===== src/rtl/regfile_wb_arbiter.sv =====
// rtl/regfile_wb_arbiter.sv - shares the register-file write port between pipeline writeback and long-latency returns
// One-entry return buffer, starvation-driven pipeline stall and a pending-destination scoreboard.
module regfile_wb_arbiter #(
    parameter int STARVE_LIMIT = 4,
    parameter int CNT_W        = 4
) (
    input  logic        clk,
    input  logic        reset,
    input  logic        pipe_we,
    input  logic [4:0]  pipe_wa,
    input  logic [31:0] pipe_wd,
    input  logic        lu_valid,
    output logic        lu_ready,
    input  logic [4:0]  lu_wa,
    input  logic [31:0] lu_wd,
    input  logic        iss_valid,
    input  logic [4:0]  iss_wa,
    output logic        rf_we3,
    output logic [4:0]  rf_wa3,
    output logic [31:0] rf_wd3,
    output logic [31:0] pend,
    output logic        stall_req,
    output logic        collision_err
);

    localparam logic [CNT_W-1:0] LIMIT = CNT_W'(STARVE_LIMIT);

    logic             buf_valid;
    logic [4:0]       buf_wa;
    logic [31:0]      buf_wd;
    logic [CNT_W-1:0] starve_cnt;

    logic             pipe_req;
    logic             buf_sel;
    logic             buf_drain;
    logic [CNT_W-1:0] cnt_next;
    logic [31:0]      pend_next;

    assign lu_ready = reset && !buf_valid;

    always_comb begin
        pipe_req  = pipe_we && (pipe_wa != 5'd0) && !stall_req;
        buf_sel   = buf_valid && (stall_req || !pipe_req);
        // A buffered r0 return is dropped right away without taking the port.
        buf_drain = buf_sel || (buf_valid && (buf_wa == 5'd0));

        rf_we3 = 1'b0;
        rf_wa3 = 5'd0;
        rf_wd3 = 32'd0;
        if (buf_sel) begin
            rf_we3 = reset && (buf_wa != 5'd0);
            rf_wa3 = buf_wa;
            rf_wd3 = buf_wd;
        end else if (pipe_req) begin
            rf_we3 = reset;
            rf_wa3 = pipe_wa;
            rf_wd3 = pipe_wd;
        end
    end

    always_comb begin
        if (!buf_valid || buf_drain)
            cnt_next = '0;
        else if (starve_cnt >= LIMIT)
            cnt_next = LIMIT;
        else
            cnt_next = starve_cnt + 1'b1;
    end

    always_comb begin
        pend_next = pend;
        if (buf_sel && (buf_wa != 5'd0))
            pend_next[buf_wa] = 1'b0;
        // Issue is applied after the clear so a same-index collision keeps the bit set.
        if (iss_valid && (iss_wa != 5'd0))
            pend_next[iss_wa] = 1'b1;
        pend_next[0] = 1'b0;
    end

    always_ff @(posedge clk or negedge reset) begin
        if (!reset) begin
            buf_valid     <= 1'b0;
            buf_wa        <= 5'd0;
            buf_wd        <= 32'd0;
            starve_cnt    <= '0;
            stall_req     <= 1'b0;
            collision_err <= 1'b0;
            pend          <= 32'd0;
        end else begin
            if (buf_drain) begin
                buf_valid <= 1'b0;
            end else if (lu_valid && lu_ready) begin
                buf_valid <= 1'b1;
                buf_wa    <= lu_wa;
                buf_wd    <= lu_wd;
            end
            starve_cnt    <= cnt_next;
            stall_req     <= (cnt_next == LIMIT) && buf_valid && !buf_drain;
            collision_err <= collision_err || (stall_req && pipe_we);
            pend          <= pend_next;
        end
    end

endmodule


===== config.mk =====
export PLATFORM = sky130hd
export DESIGN_NAME = regfile_wb_arbiter
export DESIGN_NICKNAME = d
export VERILOG_FILES = /design/src/rtl/regfile_wb_arbiter.sv
export SDC_FILE = /design/constraint.sdc
export NUM_CORES = 1
export LEC_CHECK = 0
export ABC_AREA = 1
export BUFFER_PORTS_ARGS = -buffer_cell sky130_fd_sc_hd__buf_2
export CAP_MARGIN = 20
export CELL_PAD_IN_SITES_DETAIL_PLACEMENT = 1
export CELL_PAD_IN_SITES_GLOBAL_PLACEMENT = 2
export CORE_MARGIN = 3
export CORE_UTILIZATION = 27
export DETAILED_ROUTE_END_ITERATION = 8
export PLACE_DENSITY_LB_ADDON = 0.1
export SYNTH_ARGS = -nofsm -noshare
export SYNTH_HDL_FRONTEND = slang
export SYNTH_SLANG_ARGS = --single-unit

===== constraint.sdc =====
create_clock -name clk -period 1.49 [get_ports clk]
set_input_delay 0.2235 -clock clk [delete_from_list [all_inputs] [get_ports clk]]
set_output_delay 0.2235 -clock clk [all_outputs]
set_load 0.005 [all_outputs]

==> flow_metrics.env <==
export IMPL_vdd_drop_max_mv=0.4967
export IMPL_critPathCaptureType="output port"
export IMPL_fin_skew_ns=0.006780
export IMPL_core_um2=14200
export IMPL_fillerInstances=1746
export IMPL_grt_pass1_vias=4174
export IMPL_grt_pass1_wl_mm=21.42
export IMPL_final_layout_size_suffix_gt1_share_pct=40.06
export IMPL_critPathMaxFanout=14
export IMPL_worstPathCellList="nor2_4 -> nand2_4 -> buf_4 -> nand3_1 -> nand2_1 -> buf_2"
export IMPL_layout_setup_ws_ns=-0.2327
export IMPL_syn_cell_area_um2=3999
export IMPL_clock_latency_ns=0.34
export IMPL_wl_per_cell_um=16.06
export IMPL_rsz0062_at_grt="true"
export IMPL_outcome="complete, but fails checks"
export IMPL_cp_depth=6
export IMPL_pwr_share_clk_pct=29.2
export IMPL_clkTransAtPathRegs_ns=0.06
export IMPL_worstPathArrival_ns=1.50
export IMPL_violations="negative setup slack"
export IMPL_antenna_left=0
export IMPL_synthArstFlopShare_pct=100.0
export IMPL_track_usage_pct=16.68
export IMPL_path_buf_inv=2
export IMPL_whs_path_depth=2
export IMPL_power_leakage_nw=3.082
export IMPL_crit_family="flip-flops"
export IMPL_powerDensity_nw_per_um2=1247
export IMPL_drtIter0Drc=101
export IMPL_synth_distinct_cells=25
export IMPL_gp_congestion=0.8487
export IMPL_start_kind="flop"
export IMPL_crit_slowest_cell="dfrtp_1"
export IMPL_cts_tree="yes"
export IMPL_netlist_instances=480
export IMPL_seqPwrFrac_pct=41.4
export IMPL_area_growth_pct=41.02
export IMPL_first_pass_iters=4
export IMPL_synth_ff_type="dfrtp_1"
export IMPL_grt_max_degree=76
export IMPL_cts_root_buf="clkbuf_16"
export IMPL_ff2ff_path_depth=5
export IMPL_comb_power_share_pct=29.4
export IMPL_p_int_mw=4.810
export IMPL_drv_cap=0
export IMPL_p_sw_mw=2.221
export IMPL_swShare_pct=31.59
export IMPL_die_h_um=127.7
export IMPL_setup_viol=38
export IMPL_grt_overflow_total=0
export IMPL_cts_inserted_buffers=9
export IMPL_vias_per_cell=4.584
export IMPL_most_common_layout_cells="154 x buf_2, 147 x nand2_1, 75 x nand3_1, 72 x dfrtp_1, 41 x nor2_1"
export IMPL_antenna_cells=0
export IMPL_routed_via_count=3869
export IMPL_cts_sinks=75
export IMPL_totalWireLength_mm=13.55
export IMPL_max_clock_freq_mhz=580.5
export IMPL_die_area_um2=16310
export IMPL_fin_nets=744
export IMPL_cpPeakStageDelay_ns=0.41
export IMPL_h_tree_depth=3
export IMPL_avgSynthCellArea_um2=8.331
export IMPL_cp_data_required_time_ns=1.27
export IMPL_synth_seq_cells=75
export IMPL_crit_type="reg -> out"
export IMPL_yosys_warnings=0
export IMPL_synth_seq_area_share_pct=46.93
export IMPL_p_total_mw=7.030
export IMPL_mostFrequentLayoutCell="buf_2"
export IMPL_rows=43
export IMPL_tns_ns=-7.306
export IMPL_drc=0
export IMPL_cts_max_path_buffers=2
export IMPL_hold_violations=0
export IMPL_hpwl_mm=10.19
export IMPL_die_w_um=127.7
export IMPL_hold_class="in -> reg"
export IMPL_port_buffer_count=155
export IMPL_antenna_found_initial=0
export IMPL_period_share_pct=115.6
export IMPL_start_util_pct=28.15
export IMPL_synth_enable_flop_cells=0
export IMPL_slew_viol_final=0
export IMPL_ios=157
export IMPL_fin_crit_ns=1.723
==> logic make-up (layout without fill, tap and decap cells) <==
kind of cell	after synthesis	after routing	share of synthesized area (%)
compound gates	16	16	2.221
mux	32	32	11.73
simple gates	303	303	32.04
fa+ha+maj	1	1	0.3128
buf+inv	52	235	6.665
other cells	1	2	0.09378
flops	75	75	46.93
==> cell usage after synthesis, types with 3 or more instances <==
library cell / count / area share (%)
nand2_1: 163 / 15
dfrtp_1: 75 / 47
nand3_1: 75 / 9.4
nor2_1: 44 / 4.1
mux2_4: 29 / 11
inv_1: 28 / 2.6
buf_2: 10 / 1.3
nor3_1: 10 / 1.3
a21oi_1: 7 / 0.88
nand4_1: 7 / 1.1
buf_4: 5 / 0.94
buf_6: 5 / 1.4
o21ai_0: 5 / 0.63
mux2_2: 3 / 0.84
==> sequential cells by signal (all words and copies together) (netlist names) <==
name and count:
pend 31, collision_err 1, buf_wd 32, buf_valid 1, buf_wa 5, starve_cnt 4
stall_req 1
==> final timing paths <==
path | startpoint | endpoint | slack (ns)
worst max-delay path | stall_req | rf_wd3[1] | -0.23
worst min-delay path | lu_wd[23] | buf_wd[23] | 0.12
worst max register to register | buf_valid | buf_wd[22] | 0.05
worst min register to register | pend[2] | pend[2] | 0.47
max in group asynchronous | reset | buf_valid | 0.61
min in group asynchronous | reset | pend[29] | 0.53
==> area by class of cell <==
type	instances	area, um2	share of cell area, %
multi-input cells	354	1943	34.46
flip-flops and latches	75	1881	33.35
repair buffers	188	1177	20.88
clock buffers	12	256.5	4.548
well taps	180	225.2	3.994
inverters	31	131.4	2.330
clock inverters	4	25.02	0.4438
==> metal layers <==
layer,GRT usage [%],vias up,routed length (um)
li1,-,1913,-
met3,3.167,13,729
met1,21.98,1838,6241
met5,0,-,0
met2,27.72,105,6399
met4,5.431,0,183
==> power by group through the flow <==
stage          Clock (mW)  Sequential (mW)  Combinational (mW)
2_1_floorplan           0             2.89                1.05
3_3_place_gp            0             2.92                1.98
3_5_place_dp            0             2.95                2.01
4_1_cts              2.13             2.91                2.08
5_1_grt              2.21             2.99                2.32
6_report             2.05             2.91                2.07
==> timing repair <==
action | CTS | global route
cloned | 1 | 1
hold buffers | 1 | 0
endpoints found under the hold margin | 75 | 0
buffers inserted | 4 | 1
pin swaps | 2 | 1
setup endpoints to repair | 38 | 38
gates resized for setup | 21 | 19
==> stage by stage <==
stage | area [um2] | std cells | util (%) | worst slack [ns] | hold WS [ns]
global placement | 5149 | 820 | 36.25 | 0.05009 | 0.3459
finish | 5639 | 844 | 39.70 | -0.2327 | 0.1155
floorplan | 4003 | 481 | - | 0.1653 | -0.07209
global route | 5639 | 844 | 39.70 | -0.3110 | 0.1081
CTS | 5547 | 842 | 39.05 | -0.2500 | 0.09744
detailed placement | 5149 | 820 | 36.25 | 0.003753 | 0.3444
No activity file was read; power rests on OpenSTA's default activity.
